### config.mk
export PLATFORM = sky130hd
export DESIGN_NAME = voice_scheduler
export DESIGN_NICKNAME = d
export VERILOG_FILES = /design/src/rtl/synth_pkg.sv /design/src/rtl/wt_recorder.sv /design/src/rtl/voice_scheduler.sv
export SDC_FILE = /design/constraint.sdc
export NUM_CORES = 1
export LEC_CHECK = 0
export BUFFER_PORTS_ARGS = -buffer_cell sky130_fd_sc_hd__buf_2
export CORE_MARGIN = 2
export CORE_UTILIZATION = 60
export CTS_CLUSTER_DIAMETER = 200
export CTS_CLUSTER_SIZE = 30
export DETAILED_ROUTE_END_ITERATION = 10
export PLACE_DENSITY = 0.91
export SYNTH_ARGS = -nofsm -noshare
export SYNTH_HDL_FRONTEND = slang
export SYNTH_SLANG_ARGS = --single-unit
### constraint.sdc
create_clock -name CLK -period 7.21 [get_ports CLK]
set_input_delay 0.3605 -clock CLK [delete_from_list [all_inputs] [get_ports CLK]]
set_output_delay 0.3605 -clock CLK [all_outputs]
set_load 0.02 [all_outputs]
### src/rtl/synth_pkg.sv
// Shared constants, recorder state encoding and a width helper for the voice scheduler slice.
package synth_pkg;

  localparam int WT_WIDTH = 32;
  localparam int TSEL_W   = 3;

  typedef enum logic [1:0] {
    IDLE   = 2'd0,
    SHIFT  = 2'd1,
    LOADED = 2'd2
  } rec_state_t;

  // Ceiling log2 with a floor of 1 so single-entry fields still get a bit.
  function automatic int clog2(input int n);
    int r;
    r = 1;
    while ((1 << r) < n) r++;
    return r;
  endfunction

endpackage

### src/rtl/wt_recorder.sv
// Serial wavetable capture: shifts MSB-first bits into a shadow register and publishes
// only complete tables on rec_wt, holding record high while a loaded table is valid.
module wt_recorder #(
  parameter int WIDTH = synth_pkg::WT_WIDTH
) (
  input  logic             CLK,
  input  logic             RST_N,
  input  logic             rec_start,
  input  logic             rec_valid,
  input  logic             rec_bit,
  input  logic             rec_clear,
  output logic [WIDTH-1:0] rec_wt,
  output logic             record,
  output logic             rec_busy
);
  import synth_pkg::*;

  localparam int CNT_W = $clog2(WIDTH + 1);

  rec_state_t       state_q, state_d;
  logic [WIDTH-1:0] shadow_q, shadow_d;
  logic [WIDTH-1:0] wt_q, wt_d;
  logic [CNT_W-1:0] count_q, count_d;
  logic             record_q, record_d;
  logic             busy_q, busy_d;

  always_comb begin
    state_d  = state_q;
    shadow_d = shadow_q;
    wt_d     = wt_q;
    count_d  = count_q;
    record_d = record_q;
    busy_d   = busy_q;
    // A start always wins; a previously loaded table keeps sounding until replaced.
    if (rec_start) begin
      state_d = SHIFT;
      count_d = '0;
      busy_d  = 1'b1;
    end else begin
      case (state_q)
        SHIFT: begin
          if (rec_clear) begin
            state_d  = IDLE;
            count_d  = '0;
            busy_d   = 1'b0;
            record_d = 1'b0;
          end else if (rec_valid) begin
            shadow_d = {shadow_q[WIDTH-2:0], rec_bit};
            count_d  = count_q + 1'b1;
            if (count_q == CNT_W'(WIDTH - 1)) begin
              wt_d     = shadow_d;
              record_d = 1'b1;
              busy_d   = 1'b0;
              count_d  = '0;
              state_d  = LOADED;
            end
          end
        end
        LOADED: begin
          if (rec_clear) begin
            state_d  = IDLE;
            record_d = 1'b0;
          end
        end
        default: ;
      endcase
    end
  end

  always_ff @(posedge CLK or negedge RST_N) begin
    if (!RST_N) begin
      state_q  <= IDLE;
      shadow_q <= '0;
      wt_q     <= '0;
      count_q  <= '0;
      record_q <= 1'b0;
      busy_q   <= 1'b0;
    end else begin
      state_q  <= state_d;
      shadow_q <= shadow_d;
      wt_q     <= wt_d;
      count_q  <= count_d;
      record_q <= record_d;
      busy_q   <= busy_d;
    end
  end

  assign rec_wt   = wt_q;
  assign record   = record_q;
  assign rec_busy = busy_q;

endmodule

### src/rtl/voice_scheduler.sv
// Polyphonic key-to-voice allocator with oldest-voice stealing, per-voice table latching,
// and the shared wavetable recorder feeding every Note's Record/Rec_WT pair.
module voice_scheduler #(
  parameter int NUM_KEYS   = 8,
  parameter int NUM_VOICES = 4,
  parameter int WT_WIDTH   = synth_pkg::WT_WIDTH,
  localparam int KEY_W     = synth_pkg::clog2(NUM_KEYS),
  localparam int TSEL_W    = synth_pkg::TSEL_W
) (
  input  logic                        CLK,
  input  logic                        RST_N,
  input  logic [NUM_KEYS-1:0]         Keys,
  input  logic [TSEL_W-1:0]           TableSel,
  input  logic                        Rec_Start,
  input  logic                        Rec_Valid,
  input  logic                        Rec_Bit,
  input  logic                        Rec_Clear,
  output logic [NUM_VOICES-1:0]       Voice_Press,
  output logic [NUM_VOICES*KEY_W-1:0] Voice_Key,
  output logic [NUM_VOICES*TSEL_W-1:0] Voice_Table,
  output logic                        Record,
  output logic [WT_WIDTH-1:0]         Rec_WT,
  output logic                        Rec_Busy
);
  import synth_pkg::*;

  localparam int VID_W = clog2(NUM_VOICES);

  logic [NUM_KEYS-1:0]   keys_q, pending_q, pending_d, fall_q;
  logic [NUM_KEYS-1:0]   rise, fall;
  logic [NUM_VOICES-1:0] press_q, press_d, gap_q, gap_d;
  logic [KEY_W-1:0]      vkey_q [NUM_VOICES];
  logic [KEY_W-1:0]      vkey_d [NUM_VOICES];
  logic [TSEL_W-1:0]     vtab_q [NUM_VOICES];
  logic [TSEL_W-1:0]     vtab_d [NUM_VOICES];
  logic [VID_W-1:0]      rank_q [NUM_VOICES];
  logic [VID_W-1:0]      rank_d [NUM_VOICES];

  logic             key_found, free_found;
  logic [KEY_W-1:0] key_idx;
  logic [VID_W-1:0] free_idx, steal_idx, alloc_idx;

  always_comb begin
    rise      = Keys & ~keys_q;
    fall      = ~Keys & keys_q;
    pending_d = (pending_q | rise) & Keys;
    press_d   = press_q | gap_q;
    gap_d     = '0;
    vkey_d    = vkey_q;
    vtab_d    = vtab_q;
    rank_d    = rank_q;

    // Release covers voices still inside their retrigger gap, so a short press never sticks.
    for (int v = 0; v < NUM_VOICES; v++)
      if (press_d[v] && fall_q[vkey_q[v]]) press_d[v] = 1'b0;

    key_found = 1'b0;
    key_idx   = '0;
    for (int k = NUM_KEYS - 1; k >= 0; k--)
      if (pending_q[k]) begin
        key_found = 1'b1;
        key_idx   = KEY_W'(k);
      end

    free_found = 1'b0;
    free_idx   = '0;
    steal_idx  = '0;
    for (int v = NUM_VOICES - 1; v >= 0; v--) begin
      if (!press_d[v]) begin
        free_found = 1'b1;
        free_idx   = VID_W'(v);
      end
      if (rank_q[v] == VID_W'(NUM_VOICES - 1)) steal_idx = VID_W'(v);
    end
    alloc_idx = free_found ? free_idx : steal_idx;

    if (key_found) begin
      pending_d[key_idx] = 1'b0;
      vkey_d[alloc_idx]  = key_idx;
      vtab_d[alloc_idx]  = TableSel;
      press_d[alloc_idx] = free_found;
      gap_d[alloc_idx]   = ~free_found;
      for (int v = 0; v < NUM_VOICES; v++)
        if (rank_q[v] < rank_q[alloc_idx]) rank_d[v] = rank_q[v] + 1'b1;
      rank_d[alloc_idx] = '0;
    end
  end

  always_ff @(posedge CLK or negedge RST_N) begin
    if (!RST_N) begin
      keys_q    <= '0;
      pending_q <= '0;
      fall_q    <= '0;
      press_q   <= '0;
      gap_q     <= '0;
      for (int v = 0; v < NUM_VOICES; v++) begin
        vkey_q[v] <= '0;
        vtab_q[v] <= '0;
        rank_q[v] <= VID_W'(v);
      end
    end else begin
      keys_q    <= Keys;
      pending_q <= pending_d;
      fall_q    <= fall;
      press_q   <= press_d;
      gap_q     <= gap_d;
      vkey_q    <= vkey_d;
      vtab_q    <= vtab_d;
      rank_q    <= rank_d;
    end
  end

  assign Voice_Press = press_q;

  for (genvar gi = 0; gi < NUM_VOICES; gi++) begin : g_voice_out
    assign Voice_Key[gi*KEY_W +: KEY_W]     = vkey_q[gi];
    assign Voice_Table[gi*TSEL_W +: TSEL_W] = vtab_q[gi];
  end

  wt_recorder #(.WIDTH(WT_WIDTH)) u_rec (
    .CLK       (CLK),
    .RST_N     (RST_N),
    .rec_start (Rec_Start),
    .rec_valid (Rec_Valid),
    .rec_bit   (Rec_Bit),
    .rec_clear (Rec_Clear),
    .rec_wt    (Rec_WT),
    .record    (Record),
    .rec_busy  (Rec_Busy)
  );

endmodule

==> flow_metrics.tcl, run 1 <==
set metrics [dict create \
    status "finished clean" \
    gp_congestion 0.940 \
    yosys_warnings 0 \
    grt_pass1_vias 4316 \
    dieArea_um2 10700 \
    clkTransAtPathRegs_ns 0.06 \
    area_growth_pct 20.6 \
    dieHeight_um 104 \
    drv_cap 0 \
    ys_seq_area_share_pct 57.7 \
    async_flop_share_pct 100 \
    postCtsHoldBufs 9 \
    worstPathRequired_ns 7.61 \
    hold_viol 0 \
    grt_max_degree 82 \
    synth-edff-count 0 \
    synth_cell_types 58 \
    drive_above_1_share_pct 37.4 \
    p_leak_nw 3.52 \
    rows 36 \
    cts_sinks 137 \
    start_util_pct 61.5 \
    antenna_found_initial 0 \
    grt_usage_pct 25.6 \
    fill_cells 620 \
    synth_area_leaders "dfrtp_1 56%, mux2_2 16%, nor2_1 2.7%" \
    vias 4119 \
    max_slew_margin_pct 35.0 \
    worstMarginPinSlew_ns 0.975 \
    min_period_over_period_pct 42.1 \
    fin_tns_setup_ns 0 \
    synth_top_area_share_pct 55.9 \
    synth_area_um2 5950 \
    power.density_nw_per_um2 400 \
    layout_commonest_cell "dfrtp_1" \
    die_x_um 104 \
    routed_wl_um 12800 \
    core_um2 9680 \
    syn_nets 486 \
    start_kind "flop" \
    cp_max_fo 14 \
    port_buffers 78 \
    clk_latency_ns 0.52 \
    dpl.hpwl_um 8430 \
    drcViolationCount 0 \
    synth_seq_cells 137 \
    htree_levels 4 \
    first_pass_iters 4 \
    synthFlopType "dfrtp_1" \
    numCtsBuffers 17 \
    place_area_um2 6490 \
    crit_type "reg -> reg" \
    whs_ns 0.0876 \
    ir_drop_mv 0.233 \
    final_cell_mix "133 x dfrtp_1, 86 x mux2_2, 77 x buf_2, 43 x nor2_1, 18 x o21ai_0" \
    worstPathArrival_ns 3.44 \
    num_antenna_cells 0 \
    rsz0062_at_grt "no" \
    syn_area_per_cell_um2 12.8 \
    cts_setup_buffers 0 \
    fin_ws_ns 4.17 \
    clock-root-buffer "clkbuf_8" \
    post_cts_resized 0 \
    ios 79 \
    gr-total-overflow 0 \
    skew_ns 0.00929 \
    drv_slew 0 \
    syn_inst 464 \
    cts_tree "yes" \
    fin_area_um2 7180 \
    clockBufferDepth 2 \
    setup_violations 0 \
    worstSetupEndpointType "flop" \
    layout.nets 585 \
    grt_pass1_wl_um 21800 \
    avgRoutedWirePerCell_um 18.0 \
    clock.fmax_mhz 329 \
    preCtsSetupSlack_ns 4.25 \
    ant_nets 0 \
    initialDrtViolationCount 263 \
    avgViaCountPerCell 5.82 \
    period_needed_ns 3.04 \
    yosysTopAreaCell "dfrtp_1" \
    min_path_type "in -> reg" \
]
[where the power goes]
group | leakage (nW) | internal [mW] | switching (mW) | total [mW]
Clock | 0.296 | 0.577 | 0.307 | 0.884
Sequential | 1.79 | 0.904 | 0.138 | 1.04
Combinational | 1.43 | 0.391 | 0.558 | 0.949
Total | 3.52 | 1.87 | 1.00 | 2.87
[final timing paths]
path | startpoint | to | slack (ns) | cells after the start
hold reg to reg | keys_q[0] | pending_q[0] | 0.45 | 1
setup / recovery | Voice_Key[3] | rank_q[2] | 4.17 | 8
hold / removal | Rec_Bit | u_rec.shadow_q[0] | 0.09 | 2
min in group asynchronous | RST_N | fall_q[5] | 0.37 | 2
setup reg to reg | Voice_Key[3] | rank_q[2] | 4.17 | 8
max in group asynchronous | RST_N | u_rec.rec_wt[16] | 5.47 | 3
[cell families after synthesis]
| logic type | after synthesis | synth area share [%] |
|---|---|---|
| AOI/OAI and AO/OA | 88 | 11.3 |
| xor gates and xnor gates | 4 | 0.589 |
| adders and majority gates | 5 | 1.05 |
| buffers and inverters | 27 | 2.00 |
| DFF | 137 | 57.7 |
| muxes | 98 | 18.3 |
| and+or+nand+nor | 105 | 9.02 |
[final cells by class]
class	instances	area, um2	area share [%]
Clock inverter	8	144	2.00
Multi-Input combinational cell	300	2400	33.4
Inverter	16	60.1	0.837
Clock buffer	23	457	6.36
Tap cell	133	166	2.32
Sequential cell	137	3430	47.8
Timing Repair Buffer	91	517	7.20
[registers in the layout, summed over array words and instances (netlist names)]
| signal | flops |
|---|---|
| Voice_Table | 12 |
| Voice_Key | 12 |
| u_rec.rec_busy | 1 |
| pending_q | 8 |
| u_rec.shadow_q | 31 |
| fall_q | 8 |
| keys_q | 8 |
| u_rec.count_q | 6 |
| Voice_Press | 4 |
| u_rec.state_q | 2 |
| gap_q | 4 |
| u_rec.record | 1 |
| u_rec.rec_wt | 32 |
| rank_q | 8 |
[routing by layer]
metal	GRT usage, %	part of all wire [%]
met1	33.8	43
met2	40.3	49
met3	7.87	5.5
met4	9.94	2.9
met5	0	0
[Yosys cell counts (3+ instances only)]
cell / n
nand2_1: 17
nor3_2: 3
o22a_1: 3
a31oi_1: 5
or3_1: 3
o31a_1: 4
clkbuf_1: 4
dfrtp_1: 133
nor4_2: 3
o221a_1: 3
dfstp_2: 4
nor2_1: 43
o22ai_1: 3
xnor2_1: 3
o211ai_1: 3
o31ai_1: 3
buf_1: 3
a21oi_1: 15
nand3_1: 6
ha_1: 5
mux2_2: 86
inv_1: 16
mux2i_1: 10
nand2b_1: 5
o211a_1: 3
nor2b_1: 11
nor4_1: 3
nor3_1: 4
o21ai_0: 18
[per-stage QoR]
step / std cells / util [%] / power, mW
after global routing: 708 / 74.1 / 3.03
after detailed placement: 668 / 67.0 / 1.98
after global placement: 668 / 67.0 / 1.95
after floorplan: 464 / - / 1.74
final: 708 / 74.1 / 2.87
after CTS: 708 / 74.1 / 2.88
[worst max-delay path, stage by stage (launching register included)]
cell and delay [ns]:
dfrtp_1 0.43, mux2_1 0.35, a2bb2oi_1 0.18, a21o_1 0.26, a41oi_1 0.41, nor2_1 0.16, a21oi_2 0.60, a21oi_1 0.24
o221a_1 0.29
Power figures use the tool's default switching activity.
==> run 2, diff against run 1 <==
- CORE_UTILIZATION: 60 -> 52
- PLACE_DENSITY: 0.91 -> 0.84
- clock period: 7.21 -> 2.5 ns (I/O delays scaled with it)
==> run 2 against run 1 <==
Effect of this change:
- clock power increased to 3.1 times the previous value
- register-to-register slack got worse by 4.3 ns
- clock skew fell by 0.0025 ns
- critical endpoint is now rank_q[1]
- global-route usage shrank 2.2 points
- sequential cell count did not move
- sequential power grew to 2.9 times the previous value
- core utilization decreased by 4.2 points
- largest cell class unchanged
- sequential share of layout area is 4.2 points lower
- highest routed layer unchanged
- die area is 15% higher
- power rose to 3.4 times the previous value
- the run now ends with negative setup slack left
- non-clock buffer count up 49
- worst hold slack lost 0.023 ns
==> flow_metrics.tcl, run 2 (synthesis gave the netlist of run 1 again) <==
set metrics [dict create \
    status "complete, but fails checks" \
    violations "negative setup slack" \
    hold_viol 0 \
    vias 4296 \
    worstSetupEndpointType "flop" \
    die_x_um 111 \
    layout.nets 634 \
    crit_type "reg -> reg" \
    period_needed_ns 2.61 \
    avgViaCountPerCell 5.60 \
    core_um2 11300 \
    highest_layer "met4" \
    first_pass_iters 4 \
    max_stage_delay_ns 0.53 \
    grt_usage_pct 23.4 \
    clk_latency_ns 0.42 \
    avgRoutedWirePerCell_um 18.2 \
    dieArea_um2 12300 \
    final_cell_mix "127 x dfrtp_1, 82 x mux2_2, 77 x buf_2, 40 x nor2_1, 37 x buf_4" \
    met2_length_um 6860 \
    ios 79 \
    drv_cap 0 \
    gp_congestion 0.913 \
    final_util_pct 69.9 \
    routed_wl_um 13900 \
    fin_area_um2 7880 \
    drcViolationCount 0 \
    fin_ws_ns -0.111 \
    cts_sinks 137 \
    met1Wirelength_um 5930 \
    cp_max_fo 6 \
    min_path_type "in -> reg" \
    fill_cells 748 \
    wl_met3_um 721 \
    grt_pass1_vias 4535 \
    setup_violations 13 \
    max_slew_margin_pct 53.4 \
    preCtsSetupSlack_ns -0.165 \
    rsz0062_at_grt "yes" \
    largest_register_ffs 32 \
    start_kind "flop" \
    clockBufferDepth 2 \
    critPathTopFamily "compound AO/OA/AOI/OAI gates" \
    layout_commonest_cell "dfrtp_1" \
    place_area_um2 6770 \
    p_leak_nw 3.84 \
    worstPathArrival_ns 2.94 \
    gr-total-overflow 0 \
    dieHeight_um 111 \
    grt_pass1_wl_um 22800 \
    ir_drop_mv 0.679 \
    clock-root-buffer "clkbuf_16" \
    dpl.hpwl_um 9010 \
    clkTransAtPathRegs_ns 0.06 \
    worstPathRequired_ns 2.83 \
    skew_ns 0.00680 \
    clock.fmax_mhz 383 \
    drive_above_1_share_pct 45.7 \
    area_growth_pct 32.3 \
    min_period_over_period_pct 104 \
    rows 39 \
    ant_nets 0 \
    crit_chain "ha_1 > nor3_1 > nor2_1 > a2111oi_0 > a32oi_2 > o221a_4 > o31ai_4 > buf_6 > nor3_2 > nor4_2" \
    fin_tns_setup_ns -0.528 \
    numCtsBuffers 17 \
    whs_ns 0.0642 \
    worst_path_max_delay_cell "a2111oi_0" \
    port_buffers 78 \
    rrSetupSlack_ns -0.11 \
    final_cells 767 \
    power.density_nw_per_um2 1220 \
    initialDrtViolationCount 250 \
    num_antenna_cells 0 \
    power_mw 9.65 \
    cts_tree "yes" \
    crit_buf_inv 1 \
    grt_max_degree 63 \
    dp.cells 711 \
    start_util_pct 52.8 \
    worstMarginPinSlew_ns 0.697 \
    antenna_found_initial 0 \
    htree_levels 4 \
    drv_slew 0 \
]
-- run 2: area by class of cell --
| class | instances | area [um2] | area share [%] |
|---|---|---|---|
| sequential | 137 | 3440 | 43.7 |
| multi-input combinational | 300 | 2620 | 33.2 |
| timing repair buffer | 140 | 946 | 12.0 |
| clock buffer | 22 | 464 | 5.89 |
| tap | 143 | 179 | 2.27 |
| clock inverter | 9 | 170 | 2.16 |
| inverter | 16 | 60.1 | 0.762 |
-- run 2: metal layers --
layer / track usage [%] / up-vias
met5: 0 / -
met2: 37.2 / 135
met1: 29.8 / 2142
met3: 6.56 / 32
met4: 11.3 / 0
li1: - / 1987
-- run 2: final timing paths --
check / from / to / depth (start not counted)
min reg2reg: keys_q[0] / pending_q[0] / 1
max: rank_q[5] / rank_q[1] / 10
min: Rec_Valid / u_rec.count_q[1] / 2
max reg2reg: rank_q[5] / rank_q[1] / 10
min in group asynchronous: RST_N / pending_q[6] / 2
max in group asynchronous: RST_N / rank_q[0] / 3
-- run 2: report_power, final --
group	leakage, nW	internal [mW]	switching [mW]
Sequential	1.78	2.62	0.363
Combinational	1.74	1.87	2.10
Clock	0.314	1.81	0.891
Total	3.84	6.30	3.35
-- run 2: repair_timing --
item	in CTS	in global routing
pin swaps	9	16
resized for setup	20	32
buffers inserted	4	6
setup endpoints to repair	18	20
hold endpoints to repair	81	0
hold buffers	15	0
==> run 3, diff against run 2 <==
- ABC_AREA: not set -> 1
==> run 3 against run 2 <==
Effect of this change:
- die area increased by 1.8%
- sequential cell count unchanged
- synthesized cell count increased by 50%
- first-iteration DRC count increased by 6.0%
- highest routed layer unchanged
- clock power decreased by 12%
- non-clock buffer count decreased by 41
- global-route usage decreased by 1.5 points
- worst setup slack improved by 0.34 ns
- sequential share of layout area increased by 3.0 points
- the run now ends clean
- fmax increased by 15%
==> flow_metrics.tcl, run 3 <==
set metrics [dict create \
    worst_path_max_delay_cell "dfrtp_1" \
    synth_area_leaders "dfrtp_1 55%, nand2_1 12%, o21ai_0 7.2%" \
    synth_top_area_share_pct 54.9 \
    gr-total-overflow 0 \
    internal_power_mw 5.30 \
    skew_ns 0.00606 \
    power_mw 8.77 \
    period_needed_ns 2.27 \
    place_area_um2 6650 \
    ir_drop_mv 0.740 \
    core_um2 11400 \
    synth_most_common_cell "nand2_1" \
    start_util_pct 53.1 \
    ant_nets 0 \
    p_switching_mw 3.47 \
    clk_latency_ns 0.42 \
    htree_levels 4 \
    async_flop_share_pct 100 \
    clock.fmax_mhz 441 \
    synthFlopType "dfrtp_1" \
    synth_seq_cells 137 \
    syn_nets 719 \
    synthTopCellsByCount "189 x nand2_1, 133 x dfrtp_1, 103 x inv_1" \
    grt_max_degree 81 \
    clockBufferDepth 2 \
    p_leak_nw 3.87 \
    final_cell_mix "188 x nand2_1, 133 x dfrtp_1, 103 x inv_1, 87 x o21ai_0, 77 x buf_2" \
    avgRoutedWirePerCell_um 13.2 \
    first_pass_iters 5 \
    fill_cells 934 \
    cp_common_cell "nand2_1" \
    syn_inst 697 \
    worstSetupEndpointType "flop" \
    power_frac_seq_pct 35.6 \
    power.density_nw_per_um2 1190 \
    cts_sinks 137 \
    cts_tree "yes" \
    grt_pass1_vias 4703 \
    max_stage_delay_ns 0.44 \
    drv_cap 0 \
    drive_above_1_share_pct 19.8 \
    drv_slew 0 \
    largest_register_ffs 32 \
    gp_congestion 0.916 \
    setup_violations 0 \
    syn_area_per_cell_um2 8.70 \
    grt_usage_pct 21.9 \
    synth_cell_types 39 \
    numCtsBuffers 17 \
    start_kind "flop" \
    rows 39 \
    fin_tns_setup_ns 0 \
    crit_type "reg -> reg" \
    area_growth_pct 21.3 \
    ys_seq_area_share_pct 56.6 \
    clkTransAtPathRegs_ns 0.05 \
    routed_wl_um 12600 \
    avgViaCountPerCell 5.04 \
    status "finished clean" \
    initialDrtViolationCount 265 \
    grt_pass1_wl_um 21800 \
    yosysTopAreaCell "dfrtp_1" \
    combinationalPowerShare_pct 37.3 \
    vias 4817 \
    die_x_um 112 \
    ios 79 \
    min_period_over_period_pct 90.8 \
    synth-edff-count 0 \
    cp_max_fo 9 \
    rsz0062_at_grt "yes" \
    max_slew_margin_pct 53.2 \
    antenna_found_initial 0 \
    dieArea_um2 12500 \
    port_buffers 78 \
    worstMarginPinSlew_ns 0.701 \
    dpl.hpwl_um 8630 \
    whs_ns 0.0166 \
    drcViolationCount 0 \
    worstPathRequired_ns 2.80 \
    crit_chain "inv_2 > nand2_1 > nand3_1 > nand2_1 > nand2_1 > nand3_4 > nor2_8 > nand2_4 > o21ai_4 > nand2_1 > nor2_4 > inv_2 > nor2_2 > a21oi_1" \
    p_clk_share_pct 27.1 \
    fin_area_um2 7350 \
    hold_viol 0 \
    min_path_type "in -> reg" \
    dieHeight_um 112 \
    worstPathArrival_ns 2.57 \
    layout.nets 822 \
    num_antenna_cells 0 \
    swShare_pct 39.6 \
    yosys_warnings 0 \
    layout_commonest_cell "nand2_1" \
    synth_area_um2 6060 \
    clock-root-buffer "clkbuf_16" \
]
==> run 3: cell count changes in the layout (fill, tap and decap cells not counted), sizes merged, moves of 6 or more <==
cell,before,now
nor4,6,0
nand2,17,193
nor2b,11,0
mux2i,10,0
inv,16,114
o21ai,18,100
mux2,88,1
buf,125,87
nand3,6,47
==> run 3: final cells by class <==
cell class / instances / area, um2 / share of cell area (%)
well taps: 143 / 179 / 2.43
repair buffers: 99 / 584 / 7.95
clock inverters: 10 / 93.8 / 1.28
clock buffers: 22 / 474 / 6.45
multi-input cells: 432 / 2160 / 29.4
inverters: 113 / 429 / 5.84
flip-flops and latches: 137 / 3430 / 46.7
==> run 3: timing repair <==
action                                 in CTS  in global routing
endpoints found under the hold margin     102                  0
buffers inserted                            0                  0
setup endpoints to repair                   0                  3
gates resized for setup                     0                  2
hold buffers                               12                  0
==> run 3: final timing paths <==
check                      slack (ns)  depth (start not counted)    startpoint              to
setup / recovery                 0.23                         14  Voice_Key[0]  Voice_Press[1]
min in group asynchronous        0.30                          2         RST_N    pending_q[7]
hold / removal                   0.02                          3   TableSel[1]  Voice_Table[4]
hold reg to reg                  0.45                          1     keys_q[0]    pending_q[0]
setup reg to reg                 0.23                         14  Voice_Key[0]  Voice_Press[1]
max in group asynchronous        1.44                          3         RST_N       rank_q[4]
==> run 3: stage by stage <==
stage	worst slack, ns	util, %	cells
3_5_place_dp	0.179	58.3	912
4_1_cts	0.163	64.3	956
5_1_grt	0.00998	64.4	956
2_1_floorplan	0.402	-	697
3_3_place_gp	0.289	58.3	912
6_report	0.230	64.4	956
==> run 3: cells by family (layout without fill, tap and decap cells) <==
kind of cell / Yosys count / after routing / synth area share, %
mux: 1 / 1 / 0.186
simple gates: 302 / 302 / 23.0
compound gates: 122 / 122 / 10.9
xor+xnor: 2 / 2 / 0.289
fa+ha+maj: 5 / 5 / 1.03
buf+inv: 128 / 244 / 8.05
flops: 137 / 137 / 56.6
==> run 3: power groups by stage <==
stage          registers (mW)  logic (mW)  clock network (mW)
6_report                 3.12        3.27                2.38
5_1_grt                  3.19        3.71                2.51
4_1_cts                  3.12        3.26                2.41
3_5_place_dp             3.14        3.22                   0
3_3_place_gp             3.13        3.14                   0
2_1_floorplan            3.32        2.18                   0
==> run 3: critical path: cells and delay by family, from the launching register on <==
family | cells | cell delay, ns
and+or+nand+nor | 10 | 1.15
DFF | 1 | 0.44
AOI/OAI and AO/OA | 2 | 0.32
buffers and inverters | 2 | 0.25
==> run 3: metal layers <==
metal | global-route usage, % | wire length, um
met1 | 28.9 | 5660
met2 | 34.7 | 5960
met3 | 6.59 | 791
met4 | 7.64 | 211
met5 | 0 | 0
